--- src/rtl/vdac_pkg.sv ---
// Shared types and defaults for the video DAC transmitter.
package vdac_pkg;
   typedef enum logic [1:0] {
      ST_IDLE  = 2'd0,
      ST_PRIME = 2'd1,
      ST_RUN   = 2'd2
   } vdac_state_t;

   localparam logic [15:0] BLANK_PIX = 16'h0000;

   localparam int DEF_H_ACTIVE   = 640;
   localparam int DEF_H_FP       = 16;
   localparam int DEF_H_SYNC     = 96;
   localparam int DEF_H_BP       = 48;
   localparam int DEF_V_ACTIVE   = 480;
   localparam int DEF_V_FP       = 10;
   localparam int DEF_V_SYNC     = 2;
   localparam int DEF_V_BP       = 33;
   localparam int DEF_FIFO_DEPTH = 16;
endpackage

--- src/rtl/vdac_fifo.sv ---
// Synchronous pixel FIFO; read data comes straight from registered storage,
// so a word written in one cycle is only poppable from the next.
module vdac_fifo
   import vdac_pkg::*;
#(
   parameter int DEPTH = DEF_FIFO_DEPTH,
   parameter int WIDTH = 16
) (
   input  logic               clk,
   input  logic               rst,
   input  logic               flush,
   input  logic               push,
   input  logic               pop,
   input  logic [WIDTH-1:0]   wdata,
   output logic [WIDTH-1:0]   rdata,
   output logic               full,
   output logic               empty,
   output logic [$clog2(DEPTH):0] level
);
   localparam int AW = $clog2(DEPTH);
   localparam int LW = AW + 1;

   logic [WIDTH-1:0] mem [DEPTH];
   logic [AW-1:0]    wr_ptr;
   logic [AW-1:0]    rd_ptr;
   logic [LW-1:0]    cnt;
   logic             do_push;
   logic             do_pop;

   assign full    = (cnt == LW'(DEPTH));
   assign empty   = (cnt == '0);
   assign level   = cnt;
   assign rdata   = mem[rd_ptr];
   assign do_push = push && !full && !flush;
   assign do_pop  = pop && !empty && !flush;

   always_ff @(posedge clk or posedge rst) begin
      if (rst) begin
         wr_ptr <= '0;
         rd_ptr <= '0;
         cnt    <= '0;
      end else if (flush) begin
         wr_ptr <= '0;
         rd_ptr <= '0;
         cnt    <= '0;
      end else begin
         if (do_push) wr_ptr <= wr_ptr + AW'(1);
         if (do_pop)  rd_ptr <= rd_ptr + AW'(1);
         case ({do_push, do_pop})
            2'b10:   cnt <= cnt + LW'(1);
            2'b01:   cnt <= cnt - LW'(1);
            default: cnt <= cnt;
         endcase
      end
   end

   always_ff @(posedge clk) begin
      if (do_push) mem[wr_ptr] <= wdata;
   end
endmodule

--- src/rtl/vdac_tx.sv ---
// Video DAC transmitter: pixel FIFO, raster timing and registered sync/data outputs.
// Optional underrun counter is built only when VDAC_TX_UNDERRUN_CNT_EN is defined.
module vdac_tx
   import vdac_pkg::*;
#(
   parameter int H_ACTIVE   = DEF_H_ACTIVE,
   parameter int H_FP       = DEF_H_FP,
   parameter int H_SYNC     = DEF_H_SYNC,
   parameter int H_BP       = DEF_H_BP,
   parameter int V_ACTIVE   = DEF_V_ACTIVE,
   parameter int V_FP       = DEF_V_FP,
   parameter int V_SYNC     = DEF_V_SYNC,
   parameter int V_BP       = DEF_V_BP,
   parameter int FIFO_DEPTH = DEF_FIFO_DEPTH
) (
   input  logic        clk_i,
   input  logic        rst_i,
   input  logic        en_i,
   input  logic [15:0] pix_data_i,
   input  logic        pix_valid_i,
   output logic        pix_ready_o,
   output logic [15:0] vdat_o,
   output logic        hsync_o,
   output logic        vsync_o,
   output logic        de_o,
   output logic        frame_o,
   output logic [15:0] underrun_cnt_o
);
   localparam int H_TOTAL = H_ACTIVE + H_FP + H_SYNC + H_BP;
   localparam int V_TOTAL = V_ACTIVE + V_FP + V_SYNC + V_BP;
   localparam int HW = $clog2(H_TOTAL + 1);
   localparam int VW = $clog2(V_TOTAL + 1);
   localparam int LW = $clog2(FIFO_DEPTH) + 1;

   localparam logic [HW-1:0] H_ACT_C  = HW'(H_ACTIVE);
   localparam logic [HW-1:0] H_SS_C   = HW'(H_ACTIVE + H_FP);
   localparam logic [HW-1:0] H_SE_C   = HW'(H_ACTIVE + H_FP + H_SYNC);
   localparam logic [HW-1:0] H_LAST_C = HW'(H_TOTAL - 1);
   localparam logic [VW-1:0] V_ACT_C  = VW'(V_ACTIVE);
   localparam logic [VW-1:0] V_SS_C   = VW'(V_ACTIVE + V_FP);
   localparam logic [VW-1:0] V_SE_C   = VW'(V_ACTIVE + V_FP + V_SYNC);
   localparam logic [VW-1:0] V_LAST_C = VW'(V_TOTAL - 1);
   localparam logic [LW-1:0] PRIME_C  = LW'(FIFO_DEPTH / 2);

   vdac_state_t   state;
   logic [HW-1:0] h_cnt;
   logic [VW-1:0] v_cnt;
   logic [15:0]   fifo_rdata;
   logic          fifo_full;
   logic          fifo_empty;
   logic [LW-1:0] fifo_level;
   logic          run;
   logic          active;
   logic          pop;
   logic          push;

   // Ready also drops during reset so no word is accepted into a FIFO being cleared.
   assign pix_ready_o = en_i && !fifo_full && !rst_i;
   assign push        = pix_valid_i && pix_ready_o;
   assign run         = (state == ST_RUN) && en_i;
   assign active      = run && (h_cnt < H_ACT_C) && (v_cnt < V_ACT_C);
   assign pop         = active && !fifo_empty;

   vdac_fifo #(.DEPTH(FIFO_DEPTH), .WIDTH(16)) u_fifo (
      .clk   (clk_i),
      .rst   (rst_i),
      .flush (!en_i),
      .push  (push),
      .pop   (pop),
      .wdata (pix_data_i),
      .rdata (fifo_rdata),
      .full  (fifo_full),
      .empty (fifo_empty),
      .level (fifo_level)
   );

   always_ff @(posedge clk_i or posedge rst_i) begin
      if (rst_i) begin
         state <= ST_IDLE;
         h_cnt <= '0;
         v_cnt <= '0;
      end else if (!en_i) begin
         state <= ST_IDLE;
         h_cnt <= '0;
         v_cnt <= '0;
      end else begin
         case (state)
            ST_IDLE: begin
               state <= ST_PRIME;
               h_cnt <= '0;
               v_cnt <= '0;
            end
            ST_PRIME: begin
               if (fifo_level >= PRIME_C) state <= ST_RUN;
               h_cnt <= '0;
               v_cnt <= '0;
            end
            ST_RUN: begin
               if (h_cnt == H_LAST_C) begin
                  h_cnt <= '0;
                  v_cnt <= (v_cnt == V_LAST_C) ? '0 : v_cnt + VW'(1);
               end else begin
                  h_cnt <= h_cnt + HW'(1);
               end
            end
            default: begin
               state <= ST_IDLE;
               h_cnt <= '0;
               v_cnt <= '0;
            end
         endcase
      end
   end

   // All video outputs share one register stage so they stay mutually aligned.
   always_ff @(posedge clk_i or posedge rst_i) begin
      if (rst_i) begin
         vdat_o  <= BLANK_PIX;
         de_o    <= 1'b0;
         frame_o <= 1'b0;
         hsync_o <= 1'b1;
         vsync_o <= 1'b1;
      end else begin
         vdat_o  <= pop ? fifo_rdata : BLANK_PIX;
         de_o    <= active;
         frame_o <= run && (h_cnt == '0) && (v_cnt == '0);
         hsync_o <= !(run && (h_cnt >= H_SS_C) && (h_cnt < H_SE_C));
         vsync_o <= !(run && (v_cnt >= V_SS_C) && (v_cnt < V_SE_C));
      end
   end

`ifdef VDAC_TX_UNDERRUN_CNT_EN
   logic        underrun;
   logic [15:0] urun_cnt;

   assign underrun       = active && fifo_empty;
   assign underrun_cnt_o = urun_cnt;

   always_ff @(posedge clk_i or posedge rst_i) begin
      if (rst_i) begin
         urun_cnt <= 16'h0000;
      end else if (underrun && (urun_cnt != 16'hFFFF)) begin
         urun_cnt <= urun_cnt + 16'd1;
      end else begin
         urun_cnt <= urun_cnt;
      end
   end
`else
   assign underrun_cnt_o = 16'h0000;
`endif
endmodule
--- config.mk ---
export PLATFORM = sky130hd
export DESIGN_NAME = vdac_tx
export DESIGN_NICKNAME = d
export VERILOG_FILES = /design/src/rtl/vdac_pkg.sv /design/src/rtl/vdac_fifo.sv /design/src/rtl/vdac_tx.sv
export SDC_FILE = /design/constraint.sdc
export NUM_CORES = 1
export LEC_CHECK = 0
export CAP_MARGIN = 20
export CORE_MARGIN = 2
export CORE_UTILIZATION = 35
export CTS_CLUSTER_DIAMETER = 80
export CTS_CLUSTER_SIZE = 24
export DETAILED_ROUTE_END_ITERATION = 10
export GPL_TIMING_DRIVEN = 0
export HOLD_SLACK_MARGIN = 0.06
export PLACE_DENSITY = 0.57
export SYNTH_ARGS = -nofsm -noshare
export SYNTH_HDL_FRONTEND = slang
export SYNTH_SLANG_ARGS = --single-unit
export TNS_END_PERCENT = 100
--- constraint.sdc ---
create_clock -name clk_i -period 3.7 [get_ports clk_i]
set_input_delay 0.925 -clock clk_i [delete_from_list [all_inputs] [get_ports clk_i]]
set_output_delay 0.925 -clock clk_i [all_outputs]
set_load 0.05 [all_outputs]
# ---- Yosys cells after proc, flatten, opt, wreduce, memory -nomap -nowiden
# Memory sizes are Yosys's and may differ from the RTL's.
# Index checks and enable logic that the tools add are counted.
dict set report totals {
  ff_bits 55
  mem_bits_rw 256
  inputBits 20
  out_inout_bits 37
  word_cells 84
  n_memories 1
}
# name words word_bits read_ports rd_ports_with_merged_regs write_ports line_no
set mem_list {}
lappend mem_list {u_fifo.mem 16 16 1 0 1 vdac_fifo.sv:23} ;# logic [WIDTH-1:0] mem [DEPTH];
dict set report classes {
  addsub 6
  order_cmp 7
  n_eq_ne 13
  n_mux 19
  reduce_logical 27
}
# cell n
set op_table {}
lappend op_table {{10-bit 2-to-1 mux} 7}
lappend op_table {{10-bit by 1-bit adder with 10-bit output (second input constant)} 2}
lappend op_table {{10-bit equality test (second input constant)} 2}
lappend op_table {{10-bit logical NOT} 2}
lappend op_table {{10-bit < comparator (second input constant)} 2}
lappend op_table {{10-bit by 9-bit < comparator with 1-bit output (second input constant)} 2}
lappend op_table {{1-bit logical AND} 17}
lappend op_table {{16-bit 2-to-1 mux} 1}
lappend op_table {{4-bit 2-to-1 mux} 4}
lappend op_table {{10-bit greater-or-equal comparator (second input constant)} 1}
lappend op_table {{10-bit by 9-bit greater-or-equal comparator with 1-bit output (second input constant)} 1}
lappend op_table {{5-bit one-hot mux with 2 select lines} 1}
lappend op_table {{4-bit by 1-bit adder with 4-bit output (second input constant)} 2}
lappend op_table {{2-bit one-hot mux with 3 select lines} 1}
lappend op_table {{5-bit by 1-bit adder with 5-bit output (second input constant)} 1}
lappend op_table {{5-bit equality test (second input constant)} 1}
lappend op_table {{5-bit by 4-bit greater-or-equal comparator with 1-bit output (second input constant)} 1}
lappend op_table {{1-bit logical NOT} 5}
lappend op_table {{5-bit logical NOT} 1}
lappend op_table {{5-bit 2-to-1 mux} 1}
lappend op_table {{5-bit by 1-bit subtractor with 5-bit output (second input constant)} 1}
lappend op_table {{2-bit by 1-bit equality test with 1-bit output (second input constant)} 2}
lappend op_table {{2-bit equality test (second input constant)} 2}
lappend op_table {{2-bit 2-to-1 mux} 2}
lappend op_table {{other kinds (8)} 10}

# ---- Logic depth before layout (Yosys ltp)
# Gate-level depths: netlist of run 1.
dict set report logic_depth {
  ltp_word 10
  depth_mapped 13
  ltp_nobuf 11
}

# ---- Modules after synthesis
# A second synthesis of run 1 with hierarchy kept.
dict set report unflattened {
  hier_cells 664
  hier_area_um2 12756.0
}
# module n_inst cells_each area_each_um2 seq_area_each_um2
set modules_own_cells {}
lappend modules_own_cells {vdac_fifo 1 475 10746.6 8012.7}
lappend modules_own_cells {vdac_tx 1 189 2009.4 1053.5}

# ---- Worst setup path before layout of run 1
# No wires, ideal clock.
dict set report synth_timing {
  path_kind {input to register}
  startpoint {in rst_i}
  endpoint {reg u_fifo.cnt[4], in the netlist u_fifo.level[4]}
  setup_ns 0.127
  arrival_time_ns 3.731
  t_required_ns 3.573
  path_slack_ns -0.158
  stages 10
  n_path_buf 0
  path_cell_list {inv_1 -> o2111ai_4 -> nand2b_1 -> inv_1 -> ha_1 -> nand2b_1 -> o2bb2ai_1 -> or3_1 -> nand3_1 -> nand3_1}
}
dict set report synth_via {
  elab_chain_cells 8
  elab_cells_between_ends 10
  classes_between {eq/ne: 3; mux: 2; reduce/logical: 5}
}
# item line_no
set synth_rtl {}
lappend synth_rtl {{from (decl)} vdac_tx.sv:17} ;# input logic rst_i,
lappend synth_rtl {{1-bit logical NOT (no source line) *} --}
lappend synth_rtl {{1-bit logical AND *} vdac_tx.sv:58} ;# assign pix_ready_o = en_i && !fifo_full && !rst_i;
lappend synth_rtl {{1-bit logical AND *} vdac_tx.sv:59} ;# assign push = pix_valid_i && pix_ready_o;
lappend synth_rtl {{1-bit logical AND * (2 in a row)} vdac_fifo.sv:34} ;# assign do_push = push && !full && !flush;
lappend synth_rtl {{2-bit by 1-bit equality test with 1-bit output or 2-bit equality test (tied branches)} vdac_fifo.sv:49} ;# case ({do_push, do_pop})
lappend synth_rtl {{5-bit one-hot mux with 2 select lines} vdac_fifo.sv:49}
lappend synth_rtl {{5-bit 2-to-1 mux} vdac_fifo.sv:42} ;# end else if (flush) begin
lappend synth_rtl {{to (signal assigned)} vdac_fifo.sv:50} ;# 2'b10: cnt <= cnt + LW'(1);
lappend synth_rtl {{to (signal assigned)} vdac_fifo.sv:51} ;# 2'b01: cnt <= cnt - LW'(1);
lappend synth_rtl {{to (signal assigned)} vdac_fifo.sv:52} ;# default: cnt <= cnt;
lappend synth_rtl {{to (decl)} vdac_fifo.sv:26} ;# logic [LW-1:0] cnt;
# Mark *: on every way between the ends. The rest lies on a longest branch, timed or not.
# A chain may end at the register's enable or synchronous reset.

# ---- Final worst setup path of run 1
# Same ends and word-level chain as after synthesis.

==> results.ini, run 1 <==
[sta]
tightest_slew_ps = 1090
post-route-period-util_pct = 91.2
rsz0062_at_grt = false
finalHoldViolCount = 0
setup_violations = 0
fin_crit_ps = 3380
fmax_ghz = 0.296
setup_tns_ps = 0
maxSlewViolCount = 0
relSlewSlack_pct = 27.5
timing.hold.ws_ps = 519
fin_skew_ps = 20.6

[setup_path]
endpoint_kind = flop
crit_path_max_fanout = 11
crit_required_ps = 4110
path_delay_family = buffers and inverters
critPathLaunchType = primary input
worstPathCellList = clkdlybuf4s50_1, clkinvlp_4, o2111ai_4, nand2b_1, fa_1, nand2b_1, o2bb2ai_1, or3_1, nand3_1, nand3_1
cpMaxStageDelayCell = clkdlybuf4s50_1
path_class = in -> reg
arrival_ps = 3780
worst-path-buf-inv = 2
slowest_delay_ps = 620

[placement]
numPortBuffers = 39
gp_congestion = 0.754
dpl.hpwl_mm = 16.9

[cts]
htreeDepth = 1
cts_setup_buffers = 0
cts.hold.buffers_added = 0
cts_made_buffers = 18
cts_tree = yes
post_cts_resized = 0
clock_tree.buffer_depth = 3
clk_latency_ps = 520
cts.clk_slew.worst_paths_ps = 90
clock-root-buffer = clkbuf_16
clkSinkCount = 311

[drt]
detail-route-antenna-nets = 0
routed_wl_mm = 28.1
drc = 0
drt_pass1_iterations = 7
drt-initial-drc-count = 462
vias_per_cell = 5.11
wl_per_cell_um = 23.0
vias = 6229

[finish]
layout_commonest_cell = edfxtp_1
syn_to_final_growth_pct = 15.4
diodes = 0
layout_common_cells = 256 x edfxtp_1, 61 x mux4_2, 53 x dfrtp_1, 38 x clkdlybuf4s50_1, 23 x clkbuf_1
final_layout_size_suffix_gt1_share_pct = 19.1
nets = 780

[synth]
synth.area.mux_share_pct = 15.0
yosysWarnings = 0
synth_compound_area_share_pct = 1.98
async_reset_ff_share_pct = 17.7
syn_inst = 656
synthFlopType = edfxtp_1
synth_area_um2 = 12700
synth_edf_count = 256
synth_top_family_by_area = multiplexers
synthAdderAreaFrac_pct = 1.34
synthDistinctLibCells = 48
ys_seq_elements = 311
seq_area_frac_synth_pct = 71.2
synthSimpleGateAreaFrac_pct = 6.13
synth_area_per_cell_um2 = 19.4
synthXorXnorAreaFrac_pct = 1.31

[global_routing]
overflow = 0
grt_use_total_pct = 14.6
antenna_found_initial = 0
grt_pass1_wl_mm = 40.8
grt_pass1_vias = 6156
grt_start_max_net_pins = 37

[die]
io_pins = 57
die_area_um2 = 37900
die_x_um = 195
core_area_um2 = 35700
start_util_pct = 35.6
dieHeight_um = 195
placementRows = 69

[power]
p_leak_nw = 4.89
p_per_area_nw_per_um2 = 422
finalPower_mw = 6.20
peakVddDrop_mv = 0.263

[job]
maxCapViolCount = 0

[hold_path]
hold_class = reg -> reg

[outcome]
status = finished clean

## registers in the layout, summed over array words and instances (netlist names), 2 cells and up
name	count
u_fifo.mem	256
vdat_o	16
h_cnt	10
v_cnt	10
u_fifo.level	5
u_fifo.rd_ptr	4
u_fifo.wr_ptr	4
state	2
## worst paths after layout
kind / start / end / slack (ps) / depth (start not counted)
hold reg to reg: h_cnt[0] / h_cnt[0] / 520 / 1
setup / recovery: rst_i / u_fifo.level[4] / 320 / 10
min in group asynchronous: rst_i / vdat_o[8] / 910 / 2
max in group asynchronous: rst_i / hsync_o / 2070 / 3
hold / removal: h_cnt[0] / h_cnt[0] / 520 / 1
setup reg to reg: u_fifo.level[1] / u_fifo.level[4] / 670 / 10
## cell usage after synthesis, types with 6 or more instances
library cell	instances	share of area [%]
a21oi_1	9	0.35
and2_1	16	0.79
and3_1	7	0.34
buf_2	10	0.39
buf_4	18	1.1
clkbuf_1	15	0.44
dfrtp_1	53	10
edfxtp_1	256	60
ha_1	12	1.2
inv_1	13	0.38
mux4_1	19	3.9
mux4_2	61	11
nand2_1	14	0.41
nand3_1	12	0.47
nand4_1	9	0.44
nor2_1	22	0.65
nor2b_1	12	0.59
nor3_1	6	0.24
o21ai_0	10	0.39
or3_1	6	0.29
xnor2_1	11	0.76
xor2_1	8	0.55
## where the power goes
part           leakage [nW]  switching, mW  internal (mW)
sequential             3.06        0.00534           3.80
clock                 0.282           1.16           1.06
combinational          1.55          0.122         0.0568
total                  4.89           1.29           4.91
## kinds of logic (layout without fill, tap and decap cells)
kind of cell    after synthesis  in the layout
other cells                   1             16
fa+ha+maj                    13             13
buf+inv                      61            149
simple gates                131            131
mux                          84             84
xor+xnor                     19             19
compound gates               36             36
flops                       311            311
## stage by stage
| step | worst slack (ps) | cell area (um2) | utilization, % | instances |
|---|---|---|---|---|
| 3_3_place_gp | -1300 | 13800 | 38.5 | 1171 |
| 2_1_floorplan | 166 | 12800 | - | 671 |
| 4_1_cts | 107 | 14600 | 40.7 | 1212 |
| 3_5_place_dp | -409 | 14000 | 39.1 | 1180 |
| 5_1_grt | 146 | 14700 | 41.1 | 1220 |
| 6_report | 325 | 14700 | 41.1 | 1220 |
## layout make-up
class | instances | area, um2
Tap cell | 461 | 577
Buffer | 48 | 333
Inverter | 13 | 52.6
Timing Repair Buffer | 55 | 738
Clock buffer | 27 | 505
Sequential cell | 311 | 9070
Fill cell | 3202 | 21000
Clock inverter | 5 | 81.3
Timing Repair inverter | 1 | 5.00
Multi-Input combinational cell | 299 | 3340
## layer usage
metal | GRT usage [%] | routed length (um)
met5 | 0 | 0
met4 | 2.86 | 303
met3 | 1.86 | 1600
met2 | 23.5 | 13100
met1 | 21.6 | 13100
Power figures use the tool's default switching activity.
==> run 2: changes to the inputs <==
--- a/config.mk
+++ b/config.mk
@@ -11,7 +11,8 @@
 export CTS_CLUSTER_DIAMETER = 80
 export CTS_CLUSTER_SIZE = 24
 export DETAILED_ROUTE_END_ITERATION = 10
-export GPL_TIMING_DRIVEN = 0
+export GPL_ROUTABILITY_DRIVEN = 0
+export GPL_TIMING_DRIVEN = 1
 export HOLD_SLACK_MARGIN = 0.06
 export PLACE_DENSITY = 0.57
 export SYNTH_ARGS = -nofsm -noshare
==> results.ini, run 2 (synthesis gave the netlist of run 1 again) <==
[power]
peakVddDrop_mv = 0.273
p_leak_nw = 4.66
p_per_area_nw_per_um2 = 418
finalPower_mw = 5.95

[finish]
fin_area_um2 = 14200
nets = 745
layout_commonest_cell = edfxtp_1
fill_cells = 3213
layout_common_cells = 256 x edfxtp_1, 61 x mux4_2, 50 x dfrtp_1, 39 x clkdlybuf4s50_1, 28 x buf_4
final_layout_size_suffix_gt1_share_pct = 17.7
largest_register_ffs = 256
syn_to_final_growth_pct = 11.7
regMostFlops = u_fifo.mem
top_regs = u_fifo.mem (256), vdat_o (16)

[cts]
clock_tree.buffer_depth = 3
cts_made_buffers = 17
post_cts_resized = 0
htreeDepth = 1
clkSinkCount = 311
clk_latency_ps = 520
cts.clk_slew.worst_paths_ps = 90
cts_tree = yes
clock-root-buffer = clkbuf_16
cts.hold.buffers_added = 0
cts_setup_buffers = 0

[setup_path]
r2r-start = u_fifo.level[1]
critPathLaunchType = flop
crit_required_ps = 2770
worst-path-buf-inv = 1
arrival_ps = 2100
path_class = reg -> out
worstPathCellList = or4_1, o21ai_0, nor2_1, buf_12
endpoint_kind = output pin
slowest_delay_ps = 720
path_delay_family = simple AND/OR/NAND/NOR gates
critPathLaunch = u_fifo.level[1]
crit_path_max_fanout = 6
cpMaxStageDelayCell = or4_1

[drt]
detail-route-antenna-nets = 0
routed_wl_mm = 25.9
vias_per_cell = 5.12
drt_pass1_iterations = 8
drc = 2
vias = 6070
wl_per_cell_um = 21.8
drt-initial-drc-count = 483

[global_routing]
antenna_found_initial = 1
grt_start_max_net_pins = 56
grt_use_total_pct = 13.8
grt_pass1_wl_mm = 39.3
grt_pass1_vias = 6316
overflow = 0

[die]
die_area_um2 = 37900
start_util_pct = 35.6
dieHeight_um = 195
core_area_um2 = 35700
placementRows = 69
io_pins = 57
die_x_um = 195

[placement]
pre_cts_slack_ps = 261
numPortBuffers = 40
dpl.hpwl_mm = 15.1
dpl_cell_area_um2 = 13700

[hold_path]
holdCritStartpoint = h_cnt[0]
hold_class = reg -> reg

[sta]
setup_tns_ps = 0
finalHoldViolCount = 0
relSlewSlack_pct = 45.3
fin_skew_ps = 31.4
post-route-period-util_pct = 81.9
fin_ws_ps = 671
setup_violations = 0
rsz0062_at_grt = false
fmax_ghz = 0.330
tightest_slew_ps = 821
maxSlewViolCount = 0
timing.hold.ws_ps = 514
fin_crit_ps = 3030

[job]
maxCapViolCount = 0

[outcome]
violations = design-rule violations
status = finished, violations left

## run 2: worst register-to-register path: stages, from the launching register on
cell and delay (ps):
dfrtp_1 440, or4_1 720, o2111ai_4 260, nand2b_1 110, fa_1 400, nand2b_1 160
o2bb2ai_1 160, or3_1 320, nand3_1 90, nand3_1 80
## run 2: worst paths after layout
kind / to / slack, ps / depth (start not counted)
worst max-delay path: pix_ready_o / 670 / 4
worst min register to register: h_cnt[0] / 510 / 1
max in group asynchronous: u_fifo.rd_ptr[0] / 1960 / 3
worst max register to register: u_fifo.level[4] / 850 / 9
min in group asynchronous: vdat_o[7] / 1140 / 3
worst min-delay path: h_cnt[0] / 510 / 1
## run 2: through the flow
step	cells	util, %
after floorplan	671	-
after global placement	1154	38.4
after detailed placement	1154	38.4
after CTS	1184	39.8
after global routing	1184	39.8
final	1185	39.8
## run 2: where the power goes
group | leakage [nW] | switching (mW) | internal [mW]
logic | 1.36 | 0.117 | 0.0453
clock network | 0.244 | 1.08 | 0.900
registers | 3.06 | 0.00539 | 3.80
## run 2: area by class of cell
cell class                      instances  area (um2)  area share, %
Clock inverter                          5        38.8          0.273
Antenna cell                            1        2.50         0.0176
Clock buffer                           25         465           3.27
Sequential cell                       311        9070           63.8
Tap cell                              461         577           4.06
Inverter                               13        52.6          0.370
Multi-Input combinational cell        299        3350           23.6
Timing Repair Buffer                   70         661           4.65
## run 2: metal layers
metal  part of all wire [%]  routed length, um  track usage, %  vias to the layer above
li1                       -                  -               -                     2684
met1                     44              11500            19.4                     3203
met2                     50              12900            22.9                      159
met3                    4.7               1220            2.06                       22
met4                    1.2                303            2.94                        2
met5                  0.050                 13               0                        -
==> run 3: changes to the inputs <==
--- a/config.mk
+++ b/config.mk
@@ -14,7 +14,7 @@
 export GPL_ROUTABILITY_DRIVEN = 0
 export GPL_TIMING_DRIVEN = 1
 export HOLD_SLACK_MARGIN = 0.06
-export PLACE_DENSITY = 0.57
+export PLACE_DENSITY = 0.59
 export SYNTH_ARGS = -nofsm -noshare
 export SYNTH_HDL_FRONTEND = slang
 export SYNTH_SLANG_ARGS = --single-unit
==> constraint.sdc (replaced) <==
create_clock -name clk_i -period 2.68 [get_ports clk_i]
set_input_delay 0.67 -clock clk_i [delete_from_list [all_inputs] [get_ports clk_i]]
set_output_delay 0.67 -clock clk_i [all_outputs]
set_load 0.05 [all_outputs]
==> results.ini, run 3 (synthesis gave the netlist of run 1 again) <==
[cts]
cts_tree = yes
clk_latency_ps = 510
clock_tree.buffer_depth = 3
cts.hold.buffers_added = 0
cts_setup_buffers = 0
clkSinkCount = 311
cts.clk_slew.worst_paths_ps = 90
htreeDepth = 1
clock-root-buffer = clkbuf_16
post_cts_resized = 1
cts_made_buffers = 17

[power]
comb_power_share_pct = 2.9
p_int_mw = 6.63
power_frac_seq_pct = 63.1
finalPower_mw = 8.31
power.switching_mw = 1.68
peakVddDrop_mv = 0.341
p_per_area_nw_per_um2 = 559
p_sw_share_pct = 20.2
power_frac_clock_pct = 33.9
p_leak_nw = 4.92

[drt]
wl_per_cell_um = 20.9
routed_wl_mm = 25.5
drt-initial-drc-count = 369
drt_pass1_iterations = 4
vias = 6200
vias_per_cell = 5.09
drc = 0
detail-route-antenna-nets = 0

[die]
start_util_pct = 35.6
die_x_um = 195
die_area_um2 = 37900
placementRows = 69
core_area_um2 = 35700
io_pins = 57
dieHeight_um = 195

[placement]
dpl.hpwl_mm = 15.7
numPortBuffers = 40
dpl_cell_area_um2 = 14400
pre_cts_slack_ps = -403
dp_cells = 1187

[finish]
largest_register_ffs = 256
top_regs = u_fifo.mem (256), vdat_o (16)
regArea_um2 = 9070
layout_commonest_cell = edfxtp_1
instances_no_fill = 1217
layout_common_cells = 256 x edfxtp_1, 61 x mux4_2, 51 x dfrtp_1, 39 x clkdlybuf4s50_1
regMostFlops = u_fifo.mem
syn_to_final_growth_pct = 16.9
multi_input_area_um2 = 3390
fin_area_um2 = 14900
diodes = 0
final_layout_size_suffix_gt1_share_pct = 23.7
fill_cells = 3163
nets = 778

[sta]
maxSlewViolCount = 0
relSlewSlack_pct = 45.4
fin_ws_ps = 114
finalHoldViolCount = 0
post-route-period-util_pct = 95.7
fin_crit_ps = 2570
fin_skew_ps = 17.7
setup_tns_ps = 0
fmax_ghz = 0.390
rsz0062_at_grt = false
setup_violations = 0
tightest_slew_ps = 819

[outcome]
status = finished clean

[setup_path]
crit_path_max_fanout = 5
crit_required_ps = 2010
slowest_delay_ps = 600
path_class = reg -> out
endpoint_kind = output pin
arrival_ps = 1900
cpMaxStageDelayCell = or4_4
critPathLaunchType = flop
critPathLaunch = u_fifo.level[1]
worstPathCellList = or4_4, o21ai_0, nor2_1, buf_12
r2r-start = u_fifo.level[1]

[global_routing]
antenna_found_initial = 0
grt_pass1_wl_mm = 39.0
overflow = 0
grt_start_max_net_pins = 68
grt_pass1_vias = 6261
grt_use_total_pct = 13.5

[job]
maxCapViolCount = 0

[hold_path]
hold_class = reg -> reg
holdCritStartpoint = h_cnt[0]

-- run 3: worst max-delay path, delay by kind of cell (launching register included) --
kind / cells / cell delay, ps
AO/OA/AOI/OAI: 1 / 170
buffers and inverters: 1 / 150
flip-flops: 1 / 390
AND/OR/NAND/NOR: 2 / 690
-- run 3: final cells by class --
class | count | share of cell area (%)
tap | 461 | 3.88
multi-input combinational | 299 | 22.8
inverter | 13 | 0.353
clock buffer | 25 | 3.06
sequential | 311 | 60.9
timing repair buffer | 103 | 8.54
clock inverter | 5 | 0.454
-- run 3: through the flow --
step / util, % / hold WS, ps
after global routing: 41.6 / 531
after global placement: 40.1 / 504
after detailed placement: 40.1 / 505
after CTS: 41.6 / 522
after floorplan: - / 469
final: 41.6 / 520
-- run 3: metal layers --
layer | track usage [%] | vias to the layer above | wire, um
met5 | 0 | - | 0
met4 | 2.80 | 0 | 478
met3 | 1.65 | 26 | 894
met2 | 21.7 | 117 | 12000
met1 | 20.0 | 3292 | 12100
li1 | - | 2765 | -
-- run 3: path summary, 6_finish.rpt --
path	end	slack [ps]	cells past startpoint
worst max-delay path	pix_ready_o	110	4
worst min-delay path	h_cnt[0]	520	1
min in group asynchronous	vdat_o[8]	980	4
worst max register to register	u_fifo.level[4]	140	9
worst min register to register	h_cnt[0]	520	1
max in group asynchronous	u_fifo.rd_ptr[0]	1090	4
-- run 3: power by group through the flow --
| stage | sequential (mW) | clock (mW) | combinational, mW |
|---|---|---|---|
| after floorplan | 5.36 | 0 | 0.137 |
| after global placement | 5.36 | 0 | 0.243 |
| after detailed placement | 5.36 | 0 | 0.246 |
| after CTS | 5.25 | 2.91 | 0.247 |
| after global routing | 5.25 | 3.06 | 0.266 |
| final | 5.25 | 2.82 | 0.243 |
